`config.mk`:
```
export PLATFORM = sky130hd
export DESIGN_NAME = uart_host_link_flat
export DESIGN_NICKNAME = d
export VERILOG_FILES = /design/src/rtl/uart_host_link_pkg.sv /design/src/rtl/uart_host_link_if.sv /design/src/rtl/uart_host_link_uart_rx.sv /design/src/rtl/uart_tx.sv /design/src/rtl/uart_host_link.sv /design/src/flat_wrapper.sv
export SDC_FILE = /design/constraint.sdc
export NUM_CORES = 1
export LEC_CHECK = 0
export BUFFER_PORTS_ARGS = -buffer_cell sky130_fd_sc_hd__buf_2
export CORE_ASPECT_RATIO = 1.1
export CORE_MARGIN = 4
export CORE_UTILIZATION = 55
export CTS_CLUSTER_SIZE = 25
export DETAILED_ROUTE_END_ITERATION = 8
export PLACE_DENSITY_LB_ADDON = 0.12
export SETUP_SLACK_MARGIN = 0.02
export SLEW_MARGIN = 20
export SYNTH_ARGS = -nofsm -noshare
export SYNTH_HDL_FRONTEND = slang
export SYNTH_SLANG_ARGS = --single-unit
export TNS_END_PERCENT = 1
```
`constraint.sdc`:
```
create_clock -name clk12 -period 5.4 [get_ports clk12]
set_clock_uncertainty 0.15 [all_clocks]
set_input_delay 0.81 -clock clk12 [delete_from_list [all_inputs] [get_ports clk12]]
set_output_delay 0.81 -clock clk12 [all_outputs]
set_load 0.01 [all_outputs]
```
`src/rtl/uart_host_link_pkg.sv`:
```
// Shared definitions for the host side of the instruction / register-dump UART link.
// The byte-order helpers are the same rule the processor-side register file uses.
package uart_host_link_pkg;

    typedef enum logic [2:0] {
        ST_IDLE     = 3'd0,
        ST_TX_START = 3'd1,
        ST_TX_WAIT  = 3'd2,
        ST_RX_DUMP  = 3'd3,
        ST_ABORT    = 3'd4
    } state_t;

    localparam int DUMP_BYTES = 128;
    localparam int INST_BYTES = 4;

    // Dump byte n carries bits 8*(n%4)+:8 of register n/4 (least-significant byte first).
    function automatic logic [4:0] dump_word_index(input logic [6:0] n);
        return n[6:2];
    endfunction

    function automatic logic [1:0] dump_byte_lane(input logic [6:0] n);
        return n[1:0];
    endfunction

endpackage

```
`src/rtl/uart_host_link_if.sv`:
```
// Local-logic side of the link: instruction handshake in, shadow register writes out.
interface uart_host_link_if;
    logic        inst_valid;
    logic [31:0] inst_data;
    logic        inst_ready;
    logic        reg_wr_en;
    logic [4:0]  reg_wr_addr;
    logic [31:0] reg_wr_data;
    logic        dump_done;
    logic        timeout_err;
    logic        busy;

    modport master (
        output inst_valid, inst_data,
        input  inst_ready, reg_wr_en, reg_wr_addr, reg_wr_data, dump_done, timeout_err, busy
    );

    modport slave (
        input  inst_valid, inst_data,
        output inst_ready, reg_wr_en, reg_wr_addr, reg_wr_data, dump_done, timeout_err, busy
    );
endinterface

```
`src/rtl/uart_host_link_uart_rx.sv`:
```
// 8N1 UART byte receiver with a 2-flop input synchroniser and mid-bit sampling.
module uart_rx #(
    parameter int unsigned CLKS_PER_BIT = 104
) (
    input  logic       clk,
    input  logic       rstn,
    input  logic       rx,
    output logic [7:0] data,
    output logic       rcv
);
    logic [1:0]  r_sync;
    logic        r_active;
    logic [3:0]  r_bit_idx;
    logic [15:0] r_clk_cnt;
    logic [7:0]  r_shift;
    logic [7:0]  r_data;
    logic        r_rcv;
    logic [15:0] w_limit;

    // First wait is half a bit to land in the middle of the start bit.
    assign w_limit = (r_bit_idx == 4'd0) ? 16'(CLKS_PER_BIT / 2 - 1) : 16'(CLKS_PER_BIT - 1);

    always_ff @(posedge clk or negedge rstn) begin
        if (!rstn) begin
            r_sync    <= 2'b11;
            r_active  <= 1'b0;
            r_bit_idx <= '0;
            r_clk_cnt <= '0;
            r_shift   <= '0;
            r_data    <= '0;
            r_rcv     <= 1'b0;
        end else begin
            r_sync <= {r_sync[0], rx};
            r_rcv  <= 1'b0;
            if (!r_active) begin
                if (!r_sync[1]) begin
                    r_active  <= 1'b1;
                    r_bit_idx <= '0;
                    r_clk_cnt <= '0;
                end
            end else if (r_clk_cnt == w_limit) begin
                r_clk_cnt <= '0;
                if (r_bit_idx == 4'd0) begin
                    if (r_sync[1]) r_active <= 1'b0;
                    else           r_bit_idx <= 4'd1;
                end else if (r_bit_idx == 4'd9) begin
                    r_active <= 1'b0;
                    if (r_sync[1]) begin
                        r_data <= r_shift;
                        r_rcv  <= 1'b1;
                    end
                end else begin
                    r_shift   <= {r_sync[1], r_shift[7:1]};
                    r_bit_idx <= r_bit_idx + 4'd1;
                end
            end else begin
                r_clk_cnt <= r_clk_cnt + 16'd1;
            end
        end
    end

    assign data = r_data;
    assign rcv  = r_rcv;
endmodule

```
`src/rtl/uart_tx.sv`:
```
// 8N1 UART transmitter: start accepted while ready, LSB first, line idles high.
module uart_tx #(
    parameter int unsigned CLKS_PER_BIT = 104
) (
    input  logic       clk,
    input  logic       rstn,
    input  logic [7:0] data,
    input  logic       start,
    output logic       tx,
    output logic       ready
);
    logic        r_busy;
    logic        r_tx;
    logic [8:0]  r_shift;
    logic [3:0]  r_bit_cnt;
    logic [15:0] r_clk_cnt;

    always_ff @(posedge clk or negedge rstn) begin
        if (!rstn) begin
            r_busy    <= 1'b0;
            r_tx      <= 1'b1;
            r_shift   <= '0;
            r_bit_cnt <= '0;
            r_clk_cnt <= '0;
        end else if (!r_busy) begin
            if (start) begin
                r_busy    <= 1'b1;
                r_tx      <= 1'b0;
                r_shift   <= {1'b1, data};
                r_bit_cnt <= '0;
                r_clk_cnt <= '0;
            end
        end else if (r_clk_cnt == 16'(CLKS_PER_BIT - 1)) begin
            r_clk_cnt <= '0;
            // Period 9 is the stop bit; the line is already high when it ends.
            if (r_bit_cnt == 4'd9) begin
                r_busy <= 1'b0;
            end else begin
                r_tx      <= r_shift[0];
                r_shift   <= {1'b1, r_shift[8:1]};
                r_bit_cnt <= r_bit_cnt + 4'd1;
            end
        end else begin
            r_clk_cnt <= r_clk_cnt + 16'd1;
        end
    end

    assign tx    = r_tx;
    assign ready = ~r_busy;
endmodule

```
`src/rtl/uart_host_link.sv`:
```
// Host endpoint: sends a 32-bit instruction as four UART bytes, then rebuilds the
// 128-byte register dump into 32 word writes, aborting if the processor goes quiet.
module uart_host_link
    import uart_host_link_pkg::*;
#(
    parameter int unsigned CLKS_PER_BIT   = 104,
    parameter logic [23:0] TIMEOUT_CYCLES = 24'd1_200_000
) (
    input  logic             clk12,
    input  logic             rstn,
    input  logic             rx,
    output logic             tx,
    uart_host_link_if.slave  host
);
    logic        w_tx_start;
    logic        w_tx_ready;
    logic        w_rcv;
    logic [7:0]  w_rx_data;

    state_t      r_state;
    logic [31:0] r_shift;
    logic [1:0]  r_byte_cnt;
    logic [6:0]  r_rx_cnt;
    logic [23:0] r_tmo_cnt;
    logic [23:0] r_word_buf;
    logic        r_inst_ready;
    logic        r_busy;
    logic        r_reg_wr_en;
    logic [4:0]  r_reg_wr_addr;
    logic [31:0] r_reg_wr_data;
    logic        r_dump_done;
    logic        r_timeout_err;

    assign w_tx_start = (r_state == ST_TX_START);

    uart_tx #(.CLKS_PER_BIT(CLKS_PER_BIT)) u_tx (
        .clk   (clk12),
        .rstn  (rstn),
        .data  (r_shift[7:0]),
        .start (w_tx_start),
        .tx    (tx),
        .ready (w_tx_ready)
    );

    uart_rx #(.CLKS_PER_BIT(CLKS_PER_BIT)) u_rx (
        .clk  (clk12),
        .rstn (rstn),
        .rx   (rx),
        .data (w_rx_data),
        .rcv  (w_rcv)
    );

    always_ff @(posedge clk12 or negedge rstn) begin
        if (!rstn) begin
            r_state       <= ST_IDLE;
            r_shift       <= '0;
            r_byte_cnt    <= '0;
            r_rx_cnt      <= '0;
            r_tmo_cnt     <= '0;
            r_word_buf    <= '0;
            r_inst_ready  <= 1'b1;
            r_busy        <= 1'b0;
            r_reg_wr_en   <= 1'b0;
            r_reg_wr_addr <= '0;
            r_reg_wr_data <= '0;
            r_dump_done   <= 1'b0;
            r_timeout_err <= 1'b0;
        end else begin
            r_reg_wr_en   <= 1'b0;
            r_dump_done   <= 1'b0;
            r_timeout_err <= 1'b0;
            case (r_state)
                ST_IDLE: begin
                    r_rx_cnt <= '0;
                    // inst_ready re-arms one cycle after returning here.
                    if (host.inst_valid && r_inst_ready) begin
                        r_shift      <= host.inst_data;
                        r_byte_cnt   <= '0;
                        r_inst_ready <= 1'b0;
                        r_busy       <= 1'b1;
                        r_state      <= ST_TX_START;
                    end else begin
                        r_inst_ready <= 1'b1;
                        r_busy       <= 1'b0;
                    end
                end
                ST_TX_START: begin
                    if (!w_tx_ready) r_state <= ST_TX_WAIT;
                end
                ST_TX_WAIT: begin
                    if (w_tx_ready) begin
                        if (r_byte_cnt == 2'(INST_BYTES - 1)) begin
                            r_rx_cnt  <= '0;
                            r_tmo_cnt <= '0;
                            r_state   <= ST_RX_DUMP;
                        end else begin
                            r_shift    <= {8'h00, r_shift[31:8]};
                            r_byte_cnt <= r_byte_cnt + 2'd1;
                            r_state    <= ST_TX_START;
                        end
                    end
                end
                ST_RX_DUMP: begin
                    if (w_rcv) begin
                        r_rx_cnt  <= r_rx_cnt + 7'd1;
                        r_tmo_cnt <= '0;
                        case (dump_byte_lane(r_rx_cnt))
                            2'd0:    r_word_buf[7:0]   <= w_rx_data;
                            2'd1:    r_word_buf[15:8]  <= w_rx_data;
                            2'd2:    r_word_buf[23:16] <= w_rx_data;
                            default: begin
                                r_reg_wr_en   <= 1'b1;
                                r_reg_wr_addr <= dump_word_index(r_rx_cnt);
                                r_reg_wr_data <= {w_rx_data, r_word_buf};
                            end
                        endcase
                        if (r_rx_cnt == 7'(DUMP_BYTES - 1)) begin
                            r_dump_done <= 1'b1;
                            r_busy      <= 1'b0;
                            r_state     <= ST_IDLE;
                        end
                    end else if (r_tmo_cnt == TIMEOUT_CYCLES - 24'd1) begin
                        r_state <= ST_ABORT;
                    end else if (r_tmo_cnt != '1) begin
                        r_tmo_cnt <= r_tmo_cnt + 24'd1;
                    end
                end
                ST_ABORT: begin
                    r_timeout_err <= 1'b1;
                    r_busy        <= 1'b0;
                    r_state       <= ST_IDLE;
                end
                default: r_state <= ST_IDLE;
            endcase
        end
    end

    assign host.inst_ready  = r_inst_ready;
    assign host.busy        = r_busy;
    assign host.reg_wr_en   = r_reg_wr_en;
    assign host.reg_wr_addr = r_reg_wr_addr;
    assign host.reg_wr_data = r_reg_wr_data;
    assign host.dump_done   = r_dump_done;
    assign host.timeout_err = r_timeout_err;
endmodule

```
`src/flat_wrapper.sv`:
```
// flat-port wrapper written by rule: the top's interface ports become plain ports
module uart_host_link_flat import uart_host_link_pkg::*;
#(
    parameter int unsigned CLKS_PER_BIT   = 104,
    parameter logic [23:0] TIMEOUT_CYCLES = 24'd1_200_000
)
  (clk12, rstn, rx, tx, host_inst_valid, host_inst_data, host_inst_ready, host_reg_wr_en, host_reg_wr_addr, host_reg_wr_data, host_dump_done, host_timeout_err, host_busy);
  uart_host_link_if host_i ();
  input  logic clk12;
  input  logic rstn;
  input  logic rx;
  output logic tx;
  input wire logic [$bits(host_i.inst_valid)-1:0] host_inst_valid;
  input wire logic [$bits(host_i.inst_data)-1:0] host_inst_data;
  output wire logic [$bits(host_i.inst_ready)-1:0] host_inst_ready;
  output wire logic [$bits(host_i.reg_wr_en)-1:0] host_reg_wr_en;
  output wire logic [$bits(host_i.reg_wr_addr)-1:0] host_reg_wr_addr;
  output wire logic [$bits(host_i.reg_wr_data)-1:0] host_reg_wr_data;
  output wire logic [$bits(host_i.dump_done)-1:0] host_dump_done;
  output wire logic [$bits(host_i.timeout_err)-1:0] host_timeout_err;
  output wire logic [$bits(host_i.busy)-1:0] host_busy;
  assign host_i.inst_valid = host_inst_valid;
  assign host_i.inst_data = host_inst_data;
  assign host_inst_ready = host_i.inst_ready;
  assign host_reg_wr_en = host_i.reg_wr_en;
  assign host_reg_wr_addr = host_i.reg_wr_addr;
  assign host_reg_wr_data = host_i.reg_wr_data;
  assign host_dump_done = host_i.dump_done;
  assign host_timeout_err = host_i.timeout_err;
  assign host_busy = host_i.busy;
  uart_host_link #(.CLKS_PER_BIT(CLKS_PER_BIT), .TIMEOUT_CYCLES(TIMEOUT_CYCLES)) u_core (.clk12(clk12), .rstn(rstn), .rx(rx), .tx(tx), .host(host_i));
endmodule
```
# == Word level (Yosys, flattened, before mapping) ==
# Cells that the tools add are included.
# word_totals
reg_bits,205
latchBits,0
mem_bits_rw,0
rom_bits,0
in_bits,36
output_inout_bits,43
wordCells,168
n_memories,0
# op_classes
n_addsub,7
multipliers,0
div_mod_pow,0
n_lt_le_gt_ge,0
n_eq_ne,31
n_shift,0
n_mux,77
bitwise,3
n_reduce_logical,23
# op_table
cell,count
24-bit 2-to-1 mux,5
16-bit 2-to-1 mux,6
32-bit 2-to-1 mux,3
32-bit case mux with 2 select lines,1
24-bit case mux with 2 select lines,1
4-bit 2-to-1 mux,10
9-bit 2-to-1 mux,4
16-bit by 1-bit adder with 16-bit output (second input constant),2
1-bit 2-to-1 mux,29
7-bit 2-to-1 mux,4
24-bit by 1-bit adder with 24-bit output (second input constant),1
24-bit by 21-bit == test with 1-bit output (second input constant),1
24-bit inequality test (second input constant),1
7-bit case mux with 3 select lines,1
3-bit 2-to-1 mux,6
3-bit AND reduction,6
16-bit by 7-bit == test with 1-bit output,1
16-bit by 7-bit == test with 1-bit output (second input constant),1
4-bit AND reduction,4
5-bit AND reduction,3
2-bit by 1-bit inequality test with 1-bit output (second input constant),7
3-bit case mux with 4 select lines,1
3-bit by 2-bit inequality test with 1-bit output (second input constant),3
3-bit inequality test (second input constant),3
other kinds (22),37

# == Longest topological paths before layout ==
# depth
ltp_word,5
ltp_mapped,8
mapped_depth_nobuf,7

# == Cells and area by module ==
# A second synthesis with hierarchy kept.
# unflattened
hier_cells,881
hier_area_um2,9778.1
# modules_own_cells
mod,n_inst,cells_per_inst,area_per_inst_um2,seq_area_each_um2
uart_host_link,1,517,6090.8,3354.5
uart_rx,1,185,2001.9,1003.5
uart_tx,1,179,1685.4,777.0

# == Least setup slack after synthesis ==
# Ideal clock, no wire load.
# synth_timing
path_type,register -> register
start,reg u_core.u_rx.r_bit_idx[0]
end,reg u_core.u_rx.r_data[0] (netlist: u_core.u_rx.data[0])
setup_ns,0.125
arrival_ns,2.104
t_required_ns,5.125
slack_ns,3.021
path_stages_with_launch,8
path_buffers,0
synth_period_minus_slack_ns,2.379
cell_sequence,dfrtp_1 > inv_1 > ha_1 > or3b_4 > mux2i_4 > nand3_4 > nor4_4 > mux2_2
# synth_via
elab_chain_cells,4
elab_cells_between_ends,6
classes_between,eq/ne: 2; mux: 1; bitwise: 1; reduce/logical: 2
# synth_rtl
element,line_no,rtl
start: declaration,uart_host_link_uart_rx.sv:13,logic [3:0] r_bit_idx;
start signal: assignment,uart_host_link_uart_rx.sv:54,r_bit_idx <= r_bit_idx + 4'd1;
4-bit zero test,"uart_host_link_uart_rx.sv:21, uart_host_link_uart_rx.sv:43",
7-bit 2-to-1 mux,uart_host_link_uart_rx.sv:21,assign w_limit = (r_bit_idx == 4'd0) ? 16'(CLKS_PER_BIT / 2 - 1) : 16'(CLKS_PER_BIT - 1);
16-bit by 7-bit == test with 1-bit output,uart_host_link_uart_rx.sv:41,end else if (r_clk_cnt == w_limit) begin
5-bit AND reduction (no line) (*),-,
end signal: assignment,uart_host_link_uart_rx.sv:49,r_data <= r_shift;
end: declaration,uart_host_link_uart_rx.sv:16,logic [7:0] r_data;
# Every way passes the cells marked *; elsewhere a longest branch is shown, timed or not.
# A chain may end at the register's enable or synchronous reset.

# == Worst setup path after layout ==
# layout_timing
start,reg u_core.u_rx.r_bit_idx[0]
end,reg u_core.u_rx.r_bit_idx[0]
# layout_via
elab_chain_cells,5
elab_cells_between_ends,13
classes_between,add/sub: 1; eq/ne: 5; mux: 5; reduce/logical: 2
# layout_rtl
element,line_no
4-bit zero test or 4-bit by 1-bit adder with 4-bit output (tied branches),"uart_host_link_uart_rx.sv:21, uart_host_link_uart_rx.sv:43, uart_host_link_uart_rx.sv:54"
7-bit 2-to-1 mux or 4-bit 2-to-1 mux (tied branches),"uart_host_link_uart_rx.sv:21, uart_host_link_uart_rx.sv:46"
16-bit by 7-bit == test with 1-bit output or 4-bit 2-to-1 mux (tied branches),"uart_host_link_uart_rx.sv:41, uart_host_link_uart_rx.sv:43"
"3-bit inequality test (no line), or another cell as far along",-
4-bit AND reduction (no line) or 4-bit 2-to-1 mux (tied branches),-
# Several ways; a longest one is shown, not always the timed one. The select of a mux whose other input is x is not followed.

==> results.md <==
| Step | Result | Reported |
|:---|:---|:---|
| detailed routing | Number of detailed-routing iterations run before antenna repair | 4 |
| hold path | Hold worst-path end | u_core.u_rx.r_sync[1] |
| yosys | Proportion of synthesized flip-flops having asynchronous set or reset | 100.0% |
| die | Number of top-level pins | 79 |
| die | Row Count | 50 |
| hold path | Count of cells along the worst hold path | 0 |
| detailed routing | Detail-routed via count per cell | 5.931 |
| timing | Hold violation count in the final report | 0 |
| yosys | Most frequently used flop master after synthesis | sky130_fd_sc_hd__dfrtp_1 |
| cells and area | Final std cell area, no fill | 0.01084 mm² |
| yosys | Post-synthesis cell type with the largest combined area | sky130_fd_sc_hd__dfrtp_1 |
| clock tree | Number of gates resized after cts | 0 |
| timing | RSZ-0062 raised after global routing | no |
| timing | Final-report max-slew violation count | 0 |
| die | Chip Height | 146.4 µm |
| critical path | FF-to-FF End | u_core.u_rx.r_bit_idx[0] |
| clock tree | Clock Root Buffer | sky130_fd_sc_hd__clkbuf_16 |
| placed design | Number of placed instances, taps included | 1145 |
| placed design | Post-detailed-placement cell area | 0.01013 mm² |
| die | Area of the core region | 0.01708 mm² |
| yosys | Post-synthesis xor/xnor area fraction | 0.4573% |
| yosys | Cells taking the most area after synthesis | sky130_fd_sc_hd__dfrtp_1 (53%), sky130_fd_sc_hd__mux2_2 (9.1%), sky130_fd_sc_hd__mux2i_1 (4.1%) |
| global routing | Gr usage total | 20.86% |
| timing | Count of endpoints failing setup in the final report | 0 |
| clock tree | Max Buffers Root-to-Sink | 3 |
| yosys | Number of storage elements in the synthesis netlist | 205 |
| critical path | Crit-path max FO | 22 |
| pwr | Share of power burned in combinational logic | 1.5% |
| timing | Summed negative setup slack over all endpoints | 0 ns |
| hold path | Launch point of the worst hold path | u_core.u_rx.r_sync[0] |
| clock tree | Htree depth | 1 |
| critical path | Path type of the worst setup path | reg2reg |
| yosys | Count of yosys warnings during synthesis | 0 |
| yosys | Count of distinct cell types in the synthesized netlist | 67 |
| detailed routing | Aggregate routed wire length | 20000 µm |
| cells and area | Layout-stage area growth over the synthesis result | 13.22% |
| timing | Period Utilization, post-route | 52.75% |
| timing | Worst rel slew slack | 33.39% |
| timing | Transition time of the tightest slew-check pin | 0.9991 ns |
| clock tree | Clock-pin slew on the worst setup and hold paths | 0.06 ns |
| critical path | Worst R2R Path Depth | 7 |
| placed design | GP Congestion | 0.8263 |
| timing | Maximum clock frequency | 351.0 MHz |
| global routing | GR Overflow Total | 0 |
| detailed routing | Remaining DRCs | 0 |
| detailed routing | WL per Instance | 16.89 µm |
| global routing | Maximum number of pins on one net before global-route repair | 107 |
| pwr | Max IR drop VDD | 0.2240 mV |
| critical path | CP endpoint kind | flop |
| die | Width of the die | 133.8 µm |
| yosys | Area share of the largest cell type after synthesis | 52.53% |
| die | Initial standard-cell utilization of the core | 56.07% |
| clock tree | TritonCTS clock tree | built |
| critical path | Setup slack, reg-to-reg | 2.55 ns |
| detailed routing | Initial DRC count | 335 |
| detailed routing | Via total after detailed routing | 7022 |
| run | Max Cap Viol | 0 |
| clock tree | Clock Sinks | 205 |
| yosys | Share of the yosys chip area belonging to registers | 53.63% |
| yosys | Simple logic cell fraction of the synthesized area | 15.54% |
| clock tree | Clock buffers created by TritonCTS | 22 |
| global routing | Wire length of the first global-routing pass | 34600 µm |
| yosys | Syn Std Cell Area | 0.009575 mm² |
| yosys | Area share of fa/ha/maj cells after synthesis | 1.699% |
| die | Area enclosed by the die boundary | 0.01959 mm² |
| global routing | Initial antenna violation count | 0 |
| yosys | Post-synthesis area per instance | 10.99 µm² |
| cells and area | Number of standard cells in the layout, taps in and fillers out | 1184 |
| global routing | Number of global-route vias before repair | 7115 |
| timing | Final critical delay including setup and external delays | 2.849 ns |
| run status | Run status | complete, no violations |
| placed design | Count of buffers inserted at the top-level ports | 78 |
| placed design | Placed wire-length estimate after detailed placement | 13320 µm |
| critical path | Critical path required time | 5.66 ns |
| yosys | Combinational family with the most area after synthesis | simple AND/OR/NAND/NOR gates |
| pwr | Sw frac | 20.64% |
| cells and area | Inserted Diodes | 0 |
| yosys | Count leader, synth | sky130_fd_sc_hd__dfrtp_1 |
| critical path | Arrival time of data at the critical path endpoint | 3.11 ns |
| yosys | Number of nets produced by synthesis | 920 |
| detailed routing | Post-detailed-route count of antenna-violating nets | 0 |
| cells and area | Layout cells sized above 1 | 23.05% |
| critical path | Startpoint type of the worst setup path | flop |
| yosys | Count of flip-flops with a built-in enable after synthesis | 0 |
| critical path | FF-to-FF Start | u_core.u_rx.r_bit_idx[0] |
| pwr | Switching power summed over all nets | 628.7 µW |
| yosys | Compound-Gate Fraction of Synth Area | 12.60% |
| yosys | Synthesized instance count | 871 |
| cells and area | Final Util | 63.48% |
| pwr | Sequential fraction of design power | 50.5% |
| yosys | Multiplexer share of the synthesized area | 13.37% |
| yosys | Most numerous cell types in the synthesized netlist | sky130_fd_sc_hd__dfrtp_1 (201), sky130_fd_sc_hd__nand2_1 (98), sky130_fd_sc_hd__mux2_2 (77), sky130_fd_sc_hd__o21ai_0 (59), sky130_fd_sc_hd__nand3_1 (41) |
| pwr | Leakage power figure | 0.005363 µW |
| cells and area | Final Net Count | 984 |
| clock tree | Hold buffers post-CTS | 0 |
| pwr | Internal | 2417 µW |
| clock tree | Later-pin clock latency in the skew report | 0.50 ns |
| hold path | Worst hold path type | reg2reg |
| pwr | Proportion of power drawn by the clock network | 48.0% |
| clock tree | Setup Fix Bufs, Post-CTS | 0 |
| pwr | Power density of the placed cells | 281.0 mW/mm² |
stage by stage:
stage               setup WS [ns]  hold WS (ns)  power [µW]
floorplan                   3.021        0.1952        1568
global placement            2.720        0.1963        1613
detailed placement          2.608        0.2018        1614
CTS                         2.587        0.2109        3083
global route                2.333        0.2169        3152
finish                      2.551        0.2080        3046
cell families after synthesis:
| group | Yosys count |
|---|---|
| multiplexers | 117 |
| AO/OA/AOI/OAI | 183 |
| buffers and inverters | 63 |
| AND/OR/NAND/NOR | 285 |
| flip-flops | 205 |
| XOR/XNOR | 5 |
| adder cells (fa/ha/maj) | 13 |
metal layers:
metal / vias up / wire length (µm) / global-route usage [%]
li1: 3329 / - / -
met4: 0 / 450 / 6.173
met1: 3481 / 8693 / 28.42
met2: 170 / 9916 / 34.78
met3: 42 / 942 / 3.239
met5: - / 0 / 0
placed cells by master (no fill, tap or decap), types with 6 or more instances in the layout:
cell / n
sky130_fd_sc_hd__a31oi_1: 14
sky130_fd_sc_hd__a21oi_1: 35
sky130_fd_sc_hd__nor2_1: 34
sky130_fd_sc_hd__or4_1: 9
sky130_fd_sc_hd__clkbuf_16: 22
sky130_fd_sc_hd__nor4_1: 15
sky130_fd_sc_hd__o31ai_1: 7
sky130_fd_sc_hd__o21ai_0: 59
sky130_fd_sc_hd__clkbuf_8: 6
sky130_fd_sc_hd__nor3_1: 11
sky130_fd_sc_hd__nand2_1: 98
sky130_fd_sc_hd__inv_1: 18
sky130_fd_sc_hd__buf_4: 7
sky130_fd_sc_hd__a22o_1: 17
sky130_fd_sc_hd__nor2b_1: 8
sky130_fd_sc_hd__o211ai_1: 7
sky130_fd_sc_hd__dfrtp_1: 201
sky130_fd_sc_hd__and3_1: 10
sky130_fd_sc_hd__nand4_1: 10
sky130_fd_sc_hd__buf_2: 77
sky130_fd_sc_hd__ha_1: 13
sky130_fd_sc_hd__mux2_2: 77
sky130_fd_sc_hd__nand3_1: 41
sky130_fd_sc_hd__mux2i_1: 39
sky130_fd_sc_hd__o311ai_0: 11
sky130_fd_sc_hd__and4_1: 6
sky130_fd_sc_hd__nand3b_1: 6
power by group through the flow:
stage | combinational, µW | clock [µW] | sequential [µW]
after floorplan | 1.69 | 0 | 1570
after global placement | 46.5 | 0 | 1570
after detailed placement | 47.7 | 0 | 1570
after CTS | 47.9 | 1500 | 1540
after global routing | 53.2 | 1560 | 1540
final | 45.1 | 1460 | 1540
how the worst max path moves through the flow:
stage,startpoint,to,slack (ns),cells past startpoint
after floorplan,u_core.u_rx.r_bit_idx[0],u_core.u_rx.data[0],3.02,7
after global placement,u_core.r_tmo_cnt[0],u_core.r_tmo_cnt[17],2.72,6
after detailed placement,u_core.u_rx.r_bit_idx[0],u_core.u_rx.r_bit_idx[0],2.61,7
after CTS,u_core.r_tmo_cnt[0],u_core.r_tmo_cnt[17],2.59,6
after global routing,u_core.u_rx.r_bit_idx[0],u_core.u_rx.r_bit_idx[0],2.33,7
final,u_core.u_rx.r_bit_idx[0],u_core.u_rx.r_bit_idx[0],2.55,7
worst max-delay path, cell delays in order (launching register included):
cell and delay [ns]:
sky130_fd_sc_hd__dfrtp_1 0.44, sky130_fd_sc_hd__inv_1 0.11, sky130_fd_sc_hd__ha_1 0.16, sky130_fd_sc_hd__or3b_4 0.42, sky130_fd_sc_hd__mux2i_4 0.22, sky130_fd_sc_hd__a21boi_2 0.67
sky130_fd_sc_hd__or3_1 0.32, sky130_fd_sc_hd__mux2i_1 0.26
sequential cells by signal, indices dropped and copies added (netlist names), 2 cells and up:
signal	flops
u_core.r_state	3
u_core.u_tx.r_clk_cnt	16
u_core.host.reg_wr_addr	5
u_core.host.reg_wr_data	32
u_core.u_rx.r_clk_cnt	16
u_core.r_byte_cnt	2
u_core.u_rx.r_shift	8
u_core.r_word_buf	24
u_core.u_rx.r_sync	2
u_core.u_rx.r_bit_idx	4
u_core.r_tmo_cnt	24
u_core.u_tx.r_bit_cnt	4
u_core.r_rx_cnt	7
u_core.u_rx.data	8
u_core.u_tx.r_shift	9
u_core.r_shift	32
layout make-up:
cell class | count | area (µm²)
repair buffers | 85 | 451.7
multi-input cells | 603 | 4183
flip-flops and latches | 205 | 5135
well taps | 234 | 292.8
clock buffers | 32 | 638.1
fillers | 1365 | 6237
inverters | 18 | 67.56
clock inverters | 7 | 73.82
(Power assumes the default switching activity.)
